`src/rtl/hazard_pkg.sv`:
```
// Shared types for the hazard control unit: FSM state encoding,
// scoreboard entry layout and the scoreboard match helper.
package hazard_pkg;

   typedef enum logic [1:0] {
      HC_RUN,
      HC_STALL,
      HC_FLUSH
   } hc_state_t;

   typedef struct packed {
      logic       valid;
      logic [4:0] rd;
   } sb_entry_t;

   // A read of x0 or a disabled read port never matches.
   function automatic logic rd_match(
      input sb_entry_t  e,
      input logic [4:0] addr,
      input logic       en
   );
      return en && (addr != 5'd0) && e.valid && (e.rd == addr);
   endfunction

endpackage

```
`src/rtl/hazard_scoreboard.sv`:
```
// In-flight destination tracker: a PEND_DEPTH-deep shift register
// of {valid, rd}, with combinational rs1/rs2 match against all entries.
// Ports: clk, reset_n, push_valid/push_rd (entry 0 input),
//        rs1/rs2 address + enable queries, hit (any match).
module hazard_scoreboard
   import hazard_pkg::*;
#(
   parameter int unsigned PEND_DEPTH = 3
) (
   input  logic       clk,
   input  logic       reset_n,
   input  logic       push_valid,
   input  logic [4:0] push_rd,
   input  logic [4:0] rs1_addr,
   input  logic       rs1_en,
   input  logic [4:0] rs2_addr,
   input  logic       rs2_en,
   output logic       hit
);

   sb_entry_t sb_q [PEND_DEPTH];
   sb_entry_t sb_d [PEND_DEPTH];

   always_comb begin
      sb_d[0].valid = push_valid;
      sb_d[0].rd    = push_rd;
      for (int i = 1; i < int'(PEND_DEPTH); i++) begin
         sb_d[i] = sb_q[i-1];
      end
   end

   always_ff @(posedge clk or negedge reset_n) begin
      if (!reset_n) begin
         for (int i = 0; i < int'(PEND_DEPTH); i++) begin
            sb_q[i] <= '0;
         end
      end else begin
         for (int i = 0; i < int'(PEND_DEPTH); i++) begin
            sb_q[i] <= sb_d[i];
         end
      end
   end

   always_comb begin
      hit = 1'b0;
      for (int i = 0; i < int'(PEND_DEPTH); i++) begin
         hit = hit
             | rd_match(sb_q[i], rs1_addr, rs1_en)
             | rd_match(sb_q[i], rs2_addr, rs2_en);
      end
   end

endmodule

```
`src/rtl/hazard_control_unit.sv`:
```
// Issue/stall/squash controller for the in-order pipeline.
// Inputs: decode operands, EX jump result. Outputs: stall_if, bubble_id,
// flush_if_id, redirect_valid/pc, saturating stall/flush counters.
module hazard_control_unit
   import hazard_pkg::*;
#(
   parameter int unsigned PEND_DEPTH   = 3,
   parameter int unsigned FLUSH_CYCLES = 1,
   parameter int unsigned CNT_W        = 16
) (
   input  logic             clk,
   input  logic             reset_n,
   input  logic             id_valid,
   input  logic [4:0]       id_rs1_addr,
   input  logic             id_rs1_rd_en,
   input  logic [4:0]       id_rs2_addr,
   input  logic             id_rs2_rd_en,
   input  logic [4:0]       id_rd_addr,
   input  logic             id_rd_wr_en,
   input  logic             ex_jump_taken,
   input  logic [31:0]      ex_jump_target,
   output logic             stall_if,
   output logic             bubble_id,
   output logic             flush_if_id,
   output logic             redirect_valid,
   output logic [31:0]      redirect_pc,
   output logic [CNT_W-1:0] stall_count,
   output logic [CNT_W-1:0] flush_count
);

   localparam int unsigned FW =
      (FLUSH_CYCLES > 1) ? $clog2(FLUSH_CYCLES) : 1;
   localparam logic [FW-1:0] FLUSH_LOAD = FW'(FLUSH_CYCLES - 1);

   hc_state_t         state_q, state_d;
   logic [FW-1:0]     fcnt_q, fcnt_d;
   logic [CNT_W-1:0]  stall_cnt_q, stall_cnt_d;
   logic [CNT_W-1:0]  flush_cnt_q, flush_cnt_d;

   logic hit;
   logic hazard;
   logic issue;
   logic push_valid;
   logic stall_int;
   logic bubble_int;
   logic flush_int;

   hazard_scoreboard #(
      .PEND_DEPTH (PEND_DEPTH)
   ) u_sb (
      .clk        (clk),
      .reset_n    (reset_n),
      .push_valid (push_valid),
      .push_rd    (id_rd_addr),
      .rs1_addr   (id_rs1_addr),
      .rs1_en     (id_rs1_rd_en),
      .rs2_addr   (id_rs2_addr),
      .rs2_en     (id_rs2_rd_en),
      .hit        (hit)
   );

   assign hazard = id_valid & hit;

   // Jump overrides everything; stall tracks the live hazard so the
   // consumer issues in the very cycle the hazard clears.
   always_comb begin
      state_d    = state_q;
      fcnt_d     = fcnt_q;
      stall_int  = 1'b0;
      bubble_int = 1'b0;
      flush_int  = 1'b0;
      issue      = 1'b0;
      if (ex_jump_taken) begin
         state_d    = HC_FLUSH;
         fcnt_d     = FLUSH_LOAD;
         flush_int  = 1'b1;
         bubble_int = 1'b1;
      end else begin
         case (state_q)
            HC_RUN, HC_STALL: begin
               if (hazard) begin
                  state_d    = HC_STALL;
                  stall_int  = 1'b1;
                  bubble_int = 1'b1;
               end else begin
                  state_d = HC_RUN;
                  issue   = id_valid;
               end
            end
            HC_FLUSH: begin
               flush_int  = 1'b1;
               bubble_int = 1'b1;
               if (fcnt_q == '0) begin
                  state_d = HC_RUN;
               end else begin
                  fcnt_d = fcnt_q - FW'(1);
               end
            end
            default: state_d = HC_RUN;
         endcase
      end
   end

   // Squashed and bubbled slots never create a pending entry.
   assign push_valid = issue & id_rd_wr_en;

   always_comb begin
      stall_cnt_d = stall_cnt_q;
      flush_cnt_d = flush_cnt_q;
      if (stall_int && (stall_cnt_q != '1)) begin
         stall_cnt_d = stall_cnt_q + CNT_W'(1);
      end
      if (flush_int && (flush_cnt_q != '1)) begin
         flush_cnt_d = flush_cnt_q + CNT_W'(1);
      end
   end

   always_ff @(posedge clk or negedge reset_n) begin
      if (!reset_n) begin
         state_q     <= HC_RUN;
         fcnt_q      <= '0;
         stall_cnt_q <= '0;
         flush_cnt_q <= '0;
      end else begin
         state_q     <= state_d;
         fcnt_q      <= fcnt_d;
         stall_cnt_q <= stall_cnt_d;
         flush_cnt_q <= flush_cnt_d;
      end
   end

   // While in reset the front end is held safe: nothing executes,
   // nothing is redirected.
   assign stall_if       = reset_n & stall_int;
   assign bubble_id      = ~reset_n | bubble_int;
   assign flush_if_id    = ~reset_n | flush_int;
   assign redirect_valid = reset_n & ex_jump_taken;
   assign redirect_pc    = reset_n ? ex_jump_target : 32'd0;
   assign stall_count    = stall_cnt_q;
   assign flush_count    = flush_cnt_q;

endmodule

```
`config.mk`:
```
export PLATFORM = sky130hd
export DESIGN_NAME = hazard_control_unit
export DESIGN_NICKNAME = d
export VERILOG_FILES = /design/src/rtl/hazard_pkg.sv /design/src/rtl/hazard_scoreboard.sv /design/src/rtl/hazard_control_unit.sv
export SDC_FILE = /design/constraint.sdc
export NUM_CORES = 1
export LEC_CHECK = 0
export CORE_MARGIN = 8
export CORE_UTILIZATION = 30
export DETAILED_ROUTE_END_ITERATION = 8
export GPL_ROUTABILITY_DRIVEN = 0
export PLACE_DENSITY_LB_ADDON = 0.1
export SYNTH_ARGS = -nofsm -noshare
export SYNTH_HDL_FRONTEND = slang
export SYNTH_SLANG_ARGS = --single-unit
```
`constraint.sdc`:
```
create_clock -name clk -period 2.7 [get_ports clk]
set_input_delay 0.675 -clock clk [delete_from_list [all_inputs] [get_ports clk]]
set_output_delay 0.675 -clock clk [all_outputs]
set_load 0.03 [all_outputs]
```
# After elaboration in Yosys (flattened, before gate mapping)
# Cells that the tools add are included.
# classes
add_sub_neg,3
eq_ne,11
mux,18
bitwise,12
reduce_logical,21
# op_table
cell,count
$add 16x1->16 const B,2
$mux 32,1
$ne 16x16->1 const B,2
$eq 5x5->1,6
$logic_and 1x1->1,16
$mux 1,13
$reduce_bool 5->1,2
$or 1x1->1,7
$and 1x1->1,4
$mux 2,2
$pmux 2 s2,1
$ne 3x3->1 const B,1
$eq 2x1->1 const B,1
$eq 2x2->1 const B,1
$logic_not 2->1,1
$pmux 1 s2,1
$reduce_bool 2->1,1
$reduce_or 2->1,1
$not 1->1,1
$sub 1x1->1 const B,1
# word_totals
reg_bits,53

# Depth between registers and ports, before layout
# Gate-level depths: netlist of the first run.
# depth
depth_word,14
depth_mapped,8
depth_no_buf,8

# Modules after synthesis
# A second synthesis of the first run with hierarchy kept.
# unflattened
cells_unflattened,256
hier_area_um2,2732.6
# by_module_without_submodules
module,n_inst,cells_each,area_per_inst_um2,seq_area_each_um2
hazard_control_unit,1,188,1900.6,850.8
hazard_scoreboard,1,68,832.0,450.4

# Worst setup path before layout of the first run
# No wires, ideal clock.
# synth_timing
kind,input-to-output
start,in id_rs1_addr[2]
end,out stall_if
t_arrival_ns,2.156
required_time_ns,2.025
setup_slack_ns,-0.131
stages,7
n_path_buf,1
path_cell_list,xor2_1 nor4_1 nand3_1 a31o_2 a21boi_4 buf_6 and2_1
# synth_between
elab_chain_cells,14
elab_cells_between_ends,21
classes_between,eq/ne (3); mux (3); bitwise (7); reduce/logical (8)
# synth_rtl
element,line_no,text
from (decl),hazard_control_unit.sv:14,"input logic [4:0] id_rs1_addr,"
$reduce_bool 5->1,hazard_pkg.sv:22,return en && (addr != 5'd0) && e.valid && (e.rd == addr);
$logic_and 1x1->1 (3 in a row),hazard_pkg.sv:22,
$or 1x1->1,hazard_scoreboard.sv:49,"| rd_match(sb_q[i], rs2_addr, rs2_en);"
$or 1x1->1,hazard_scoreboard.sv:48,"| rd_match(sb_q[i], rs1_addr, rs1_en)"
$or 1x1->1,hazard_scoreboard.sv:49,
$or 1x1->1 *,hazard_scoreboard.sv:48,
$or 1x1->1 *,hazard_scoreboard.sv:49,
$and 1x1->1 *,hazard_control_unit.sv:62,assign hazard = id_valid & hit;
$mux 1 *,hazard_control_unit.sv:81,if (hazard) begin
$mux 1 *,hazard_control_unit.sv:79,case (state_q)
$mux 1 *,hazard_control_unit.sv:73,if (ex_jump_taken) begin
net stall_int,hazard_control_unit.sv:44,logic stall_int;
$and 1x1->1 *,hazard_control_unit.sv:134,assign stall_if = reset_n & stall_int;
to (decl),hazard_control_unit.sv:22,"output logic stall_if,"
# The timed path passes the listed nets; every way through them passes the cells marked *.

# Worst setup path in the final report of the first run
# layout_timing
start,in id_rs1_addr[1]
end,out stall_if
# layout_between
elab_chain_cells,14
elab_cells_between_ends,21
classes_between,eq/ne (3); mux (3); bitwise (7); reduce/logical (8)
# layout_rtl
element,line_no
$reduce_bool 5->1,hazard_pkg.sv:22
$logic_and 1x1->1 (3 in a row),hazard_pkg.sv:22
$or 1x1->1,hazard_scoreboard.sv:49
$or 1x1->1,hazard_scoreboard.sv:48
$or 1x1->1,hazard_scoreboard.sv:49
$or 1x1->1 *,hazard_scoreboard.sv:48
$or 1x1->1 *,hazard_scoreboard.sv:49
$and 1x1->1 *,hazard_control_unit.sv:62
$mux 1 *,hazard_control_unit.sv:81
$mux 1 *,hazard_control_unit.sv:79
$mux 1 *,hazard_control_unit.sv:73
$and 1x1->1 *,hazard_control_unit.sv:134
# Mark *: on every way between the ends. The rest lies on a longest branch, timed or not.

==> results of run 1 <==
-- layout by cell type (no fill, tap or decap), types with 4 or more instances in the layout --
cell type | synthesis | routed
buf_6 | 1 | 8
nand3_1 | 19 | 19
buf_2 | 1 | 4
buf_4 | 0 | 48
nand4_1 | 5 | 5
and2_1 | 37 | 35
xnor2_1 | 31 | 31
clkbuf_8 | 0 | 5
dfrtp_1 | 52 | 52
nand3_2 | 7 | 7
nor4_2 | 0 | 4
nand2_1 | 6 | 6
clkdlybuf4s50_1 | 0 | 74
and3_1 | 23 | 23
xor2_1 | 28 | 26
-- stage by stage --
step	instances	cell area, sq um	power (mW)	TNS (ps)
floorplan	243	2684	1.237	-25.03
global placement	480	4018	1.546	-4627
detailed placement	480	4018	1.551	-4917
CTS	487	4121	1.976	-193.5
global route	490	4205	2.062	-269.5
finish	490	4205	1.956	-84.35
-- final timing paths --
check / startpoint / to / cells past startpoint
max: id_rs1_addr[1] / stall_if / 8
min: reset_n / flush_count[12] / 1
max reg2reg: stall_count[0] / stall_count[9] / 8
min reg2reg: u_sb.sb_d[5] / u_sb.sb_q[5] / 0
max in group asynchronous: reset_n / u_sb.sb_q[4] / 3
min in group clk: u_sb.sb_d[5] / u_sb.sb_q[5] / 0
-- what timing repair did --
item | 4_1_cts | 5_1_grt
hold buffers | 0 | 0
pin swaps | 16 | 14
setup endpoints to repair | 3 | 2
resized for setup | 55 | 18
buffers inserted | 0 | 3
-- power by group through the flow --
| stage | clock [mW] | sequential, mW | combinational (mW) |
|---|---|---|---|
| after global placement | 0 | 0.947 | 0.599 |
| after CTS | 0.437 | 0.934 | 0.605 |
| after global routing | 0.463 | 0.947 | 0.652 |
| final | 0.415 | 0.933 | 0.609 |
| after floorplan | 0 | 1.03 | 0.207 |
| after detailed placement | 0 | 0.949 | 0.602 |
-- sequential cells by signal (all words and copies together) (netlist names) --
register     cells
stall_count     16
flush_count     16
u_sb.sb_d       12
state_q          2
u_sb.sb_q        6
-- kinds of logic after synthesis --
| logic type | Yosys count |
|---|---|
| compound gates | 9 |
| xor+xnor | 59 |
| fa+ha+maj | 2 |
| buf+inv | 6 |
| flops | 52 |
| mux | 2 |
| simple gates | 113 |
-- layout make-up --
| class | instances | area, sq um |
|---|---|---|
| Tap cell | 108 | 135.1 |
| Inverter | 1 | 3.754 |
| Clock buffer | 5 | 68.82 |
| Timing Repair Buffer | 137 | 1261 |
| Sequential cell | 52 | 1301 |
| Clock inverter | 2 | 12.51 |
| Fill cell | 814 | 4473 |
| Multi-Input combinational cell | 185 | 1423 |
-- per-layer routing --
| layer | global-route usage, % | vias up |
|---|---|---|
| met1 | 14.14 | 1104 |
| met3 | 2.976 | 2 |
| met2 | 22.26 | 33 |
| li1 | - | 1102 |
| met5 | 0 | - |
| met4 | 2.432 | 0 |
==> results.py, run 1 <==
metrics = {
    "sta": {
        "worst_slack_ps": -53.89,
        "slew_violations": 0,
        "setup_viol": 2,
        "slew_headroom_pct": 76.91,
        "final_hold_viol_count": 0,
        "grt_setup_unrepaired": "yes",
        "holdWs_ps": 233.6,
        "worst_pin_slew_ps": 346.3,
        "post-route-min-period_ps": 2754,
        "period_share_pct": 102.0,
        "finClkSkew_ps": 10.95,
        "fmax_mhz": 363.1,
    },
    "routing": {
        "drtAntennaViolNets": 0,
        "first_pass_iters": 4,
        "drt-met1-wl_um": 3339,
        "wl_met3_um": 248,
        "routed_wl_um": 7754,
        "via_per_inst": 4.573,
        "top_layer_used": "met4",
        "drc": 0,
        "wire_per_inst_um": 15.82,
        "wl_met2_um": 4132,
        "drt-initial-drc-count": 50,
        "vias": 2241,
    },
    "floorplan": {
        "die_h_um": 110.5,
        "die_area_sq_um": 12200,
        "start_util_pct": 30.85,
        "die_w_um": 110.5,
        "io_pins": 122,
        "row_count": 34,
        "core_sq_um": 8678,
    },
    "critical_path": {
        "crit_family": "simple AND/OR/NAND/NOR gates",
        "cp.required_ps": 2030,
        "start_kind": "input pin",
        "crit_fanout": 4,
        "arrival_ps": 2080,
        "critPathSlowestCell": "nor4_2",
        "cp.buffers_inverters": 2,
        "crit_path_max_incr_delay_ps": 300,
        "path_cells": "buf_8 > xor2_1 > nor4_2 > nand3_1 > a31o_4 > a21boi_4 > and2_4 > buf_6",
        "r2r_setup_slack_ps": 490,
        "cp-end-kind": "output pin",
        "crit_type": "in -> out",
    },
    "synth": {
        "synth-simple-area-share_pct": 26.03,
        "synth.top_cell.area_share_pct": 48.60,
        "synth_top_family_by_area": "simple AND/OR/NAND/NOR gates",
        "ys_ff_latch": 52,
        "synth_cell_types": 31,
        "yosysWarnings": 0,
        "synth_area_leaders": "dfrtp_1 49%, xnor2_1 10%, xor2_1 9.2%",
        "synth_compound_area_share_pct": 2.991,
        "synth_commonest_cells": "52 x dfrtp_1, 37 x and2_1, 31 x xnor2_1",
        "syn_avg_cell_area_sq_um": 11.02,
        "ys.flop_type": "dfrtp_1",
        "netlist_area_sq_um": 2678,
        "async_reset_ff_share_pct": 100.0,
        "synth_cells": 243,
        "synth_area_leader_cell": "dfrtp_1",
        "ys_seq_area_share_pct": 48.60,
        "syn_nets": 299,
        "synth_xor_area_share_pct": 19.30,
        "synthMuxAreaShare_pct": 0.9813,
        "synth_edf_count": 0,
        "yosysMostFrequentCell": "dfrtp_1",
        "synthAdderAreaFrac_pct": 0.9346,
    },
    "final_layout": {
        "area.growth.synth_to_final_pct": 57.06,
        "final_util_pct": 48.46,
        "n_antenna_cell": 0,
        "drive_gt1_share_pct": 24.87,
        "nets": 438,
    },
    "power": {
        "vdd_drop_max_v": 0.0004067,
        "p_leak_nw": 1.858,
        "comb_power_share_pct": 31.1,
        "p_seq_share_pct": 47.7,
        "netSwitchingFraction_pct": 32.69,
        "intPower_mw": 1.316,
        "switchingPower_mw": 0.6393,
        "clkPwrFrac_pct": 21.2,
        "powerDensity_nw_per_um2": 465.1,
    },
    "global_route": {
        "grt_max_degree": 34,
        "grt_use_total_pct": 12.25,
        "grt_antenna_before_repair": 0,
        "first_global_vias": 2300,
        "grt_pass1_wl_um": 12390,
        "grt-ovfl-total": 0,
    },
    "clocking": {
        "clkLatencyLatePin_ps": 290,
        "htreeDepth": 2,
        "root_buffer": "clkbuf_8",
        "cts_sinks": 52,
        "clockBufferDepth": 2,
        "cts_tree": "done",
        "cts_made_buffers": 5,
        "cts.clk_slew.worst_paths_ps": 90,
    },
    "placed_design": {
        "post-dp-hpwl_um": 6163,
        "port_buffers": 121,
        "place_ws_ps": -574.6,
    },
    "status": {
        "violations": "setup timing",
        "status": "complete, but fails checks",
    },
    "worst_hold_path": {
        "hold_path_class": "in -> async",
    },
    "flow_run": {
        "cap_viol_max_count": 0,
    },
}
No activity file was read; power rests on OpenSTA's default activity.
==> inputs of run 2 (changes only) <==
Settings changed: ABC_CLOCK_PERIOD_IN_PS from default to 2700.
==> results of run 2 <==
The final DEF is identical to that of run 1; final timing and power are the same.
==> inputs of run 3 (changes only) <==
Settings changed: TNS_END_PERCENT from default to 50.
==> results.py, run 3 (synthesized netlist as in run 1, its figures left out) <==
metrics = {
    "status": {
        "status": "complete, but fails checks",
        "violations": "setup timing",
    },
    "final_layout": {
        "mostFrequentLayoutCell": "clkdlybuf4s50_1",
        "area.growth.synth_to_final_pct": 57.06,
        "nets": 438,
        "n_antenna_cell": 0,
        "layout_common_cells": "74 x clkdlybuf4s50_1, 52 x dfrtp_1, 48 x buf_4",
        "final_util_pct": 48.46,
        "drive_gt1_share_pct": 24.87,
    },
    "critical_path": {
        "arrival_ps": 2080,
        "start_kind": "input pin",
        "crit_fanout": 3,
        "crit_type": "in -> out",
        "cp.required_ps": 2030,
        "cp-end-kind": "output pin",
    },
    "sta": {
        "post-route-min-period_ps": 2760,
        "finClkSkew_ps": 10.95,
        "slew_headroom_pct": 76.91,
        "worst_pin_slew_ps": 346.3,
        "period_share_pct": 102.2,
        "slew_violations": 0,
        "fmax_mhz": 362.4,
        "grt_setup_unrepaired": "yes",
        "holdWs_ps": 233.5,
        "final_hold_viol_count": 0,
        "worst_slack_ps": -59.69,
        "setup_viol": 2,
    },
    "clocking": {
        "ctsHoldBuffers": 0,
        "cts_sinks": 52,
        "clockBufferDepth": 2,
        "cts.clk_slew.worst_paths_ps": 90,
        "cts_made_buffers": 5,
        "clkLatencyLatePin_ps": 290,
        "cts_tree": "done",
        "htreeDepth": 2,
        "root_buffer": "clkbuf_8",
    },
    "routing": {
        "drc": 0,
        "first_pass_iters": 4,
        "routed_wl_um": 7752,
        "drtAntennaViolNets": 0,
        "wire_per_inst_um": 15.82,
        "vias": 2239,
        "via_per_inst": 4.569,
        "drt-initial-drc-count": 51,
    },
    "power": {
        "p_leak_nw": 1.858,
        "clkPwrFrac_pct": 21.2,
        "vdd_drop_max_v": 0.0004066,
        "netSwitchingFraction_pct": 32.69,
        "comb_power_share_pct": 31.1,
        "switchingPower_mw": 0.6394,
        "powerDensity_nw_per_um2": 465.1,
        "intPower_mw": 1.316,
        "p_seq_share_pct": 47.7,
    },
    "floorplan": {
        "row_count": 34,
        "die_h_um": 110.5,
        "core_sq_um": 8678,
        "die_area_sq_um": 12200,
        "die_w_um": 110.5,
        "io_pins": 122,
        "start_util_pct": 30.85,
    },
    "worst_hold_path": {
        "hold_path_class": "in -> async",
    },
    "global_route": {
        "grt_pass1_wl_um": 12390,
        "first_global_vias": 2300,
        "grt_max_degree": 34,
        "grt_use_total_pct": 12.25,
        "grt-ovfl-total": 0,
        "grt_antenna_before_repair": 0,
    },
    "flow_run": {
        "cap_viol_max_count": 0,
    },
    "placed_design": {
        "post-dp-hpwl_um": 6163,
        "port_buffers": 121,
        "place_ws_ps": -574.6,
    },
}
## run 3: cell counts in the layout (fill, tap and decap cells not counted)
Identical to the previous run, type by type.
## run 3: worst max-delay path, cell delays in order
cell      delay (ps)
buf_2            120
buf_4            130
xor2_1           130
nor4_1           230
nand3_1          120
a31o_4           260
a21boi_4         130
and2_4           160
buf_6            120
## run 3: metrics by stage
step                cell area (sq um)  total power [mW]  instances  setup TNS (ps)
floorplan                        2684             1.237        243          -25.03
global placement                 4018             1.546        480           -4627
detailed placement               4018             1.551        480           -4917
CTS                              4121             1.976        487          -193.5
global route                     4205             2.062        490          -254.3
finish                           4205             1.956        490          -91.48
## run 3: layer usage
| layer | vias up | GRT usage (%) | wire [um] |
|---|---|---|---|
| met5 | - | 0 | 0 |
| li1 | 1101 | - | - |
| met2 | 33 | 22.26 | 4130 |
| met1 | 1103 | 14.14 | 3339 |
| met3 | 2 | 2.976 | 248 |
| met4 | 0 | 2.432 | 34 |
## run 3: cell type report
type / count / area, sq um
clock buffers: 5 / 68.82
clock inverters: 2 / 12.51
fillers: 814 / 4473
inverters: 1 / 3.754
multi-input cells: 185 / 1423
flip-flops and latches: 52 / 1301
well taps: 108 / 135.1
repair buffers: 137 / 1261
## run 3: timing repair
action / 4_1_cts / 5_1_grt
resized for setup: 55 / 18
setup buffers: 0 / 3
endpoints found under the setup margin: 3 / 2
pin swaps: 16 / 8
## run 3: worst paths after layout
| path | slack (ps) | startpoint | endpoint | cells after the start |
|---|---|---|---|---|
| max reg2reg | 490 | stall_count[0] | stall_count[9] | 8 |
| max | -60 | id_rs2_addr[0] | stall_if | 9 |
| min reg2reg | 440 | u_sb.sb_d[2] | u_sb.sb_q[2] | 0 |
| max in group asynchronous | 1670 | reset_n | u_sb.sb_q[4] | 3 |
| min in group clk | 440 | u_sb.sb_d[2] | u_sb.sb_q[2] | 0 |
| min | 230 | reset_n | flush_count[12] | 1 |
## run 3: power by group through the flow
stage / logic, mW / registers (mW) / clock network (mW)
final: 0.609 / 0.933 / 0.415
after global routing: 0.652 / 0.947 / 0.463
after CTS: 0.605 / 0.934 / 0.437
after detailed placement: 0.602 / 0.949 / 0
after global placement: 0.599 / 0.947 / 0
after floorplan: 0.207 / 1.03 / 0
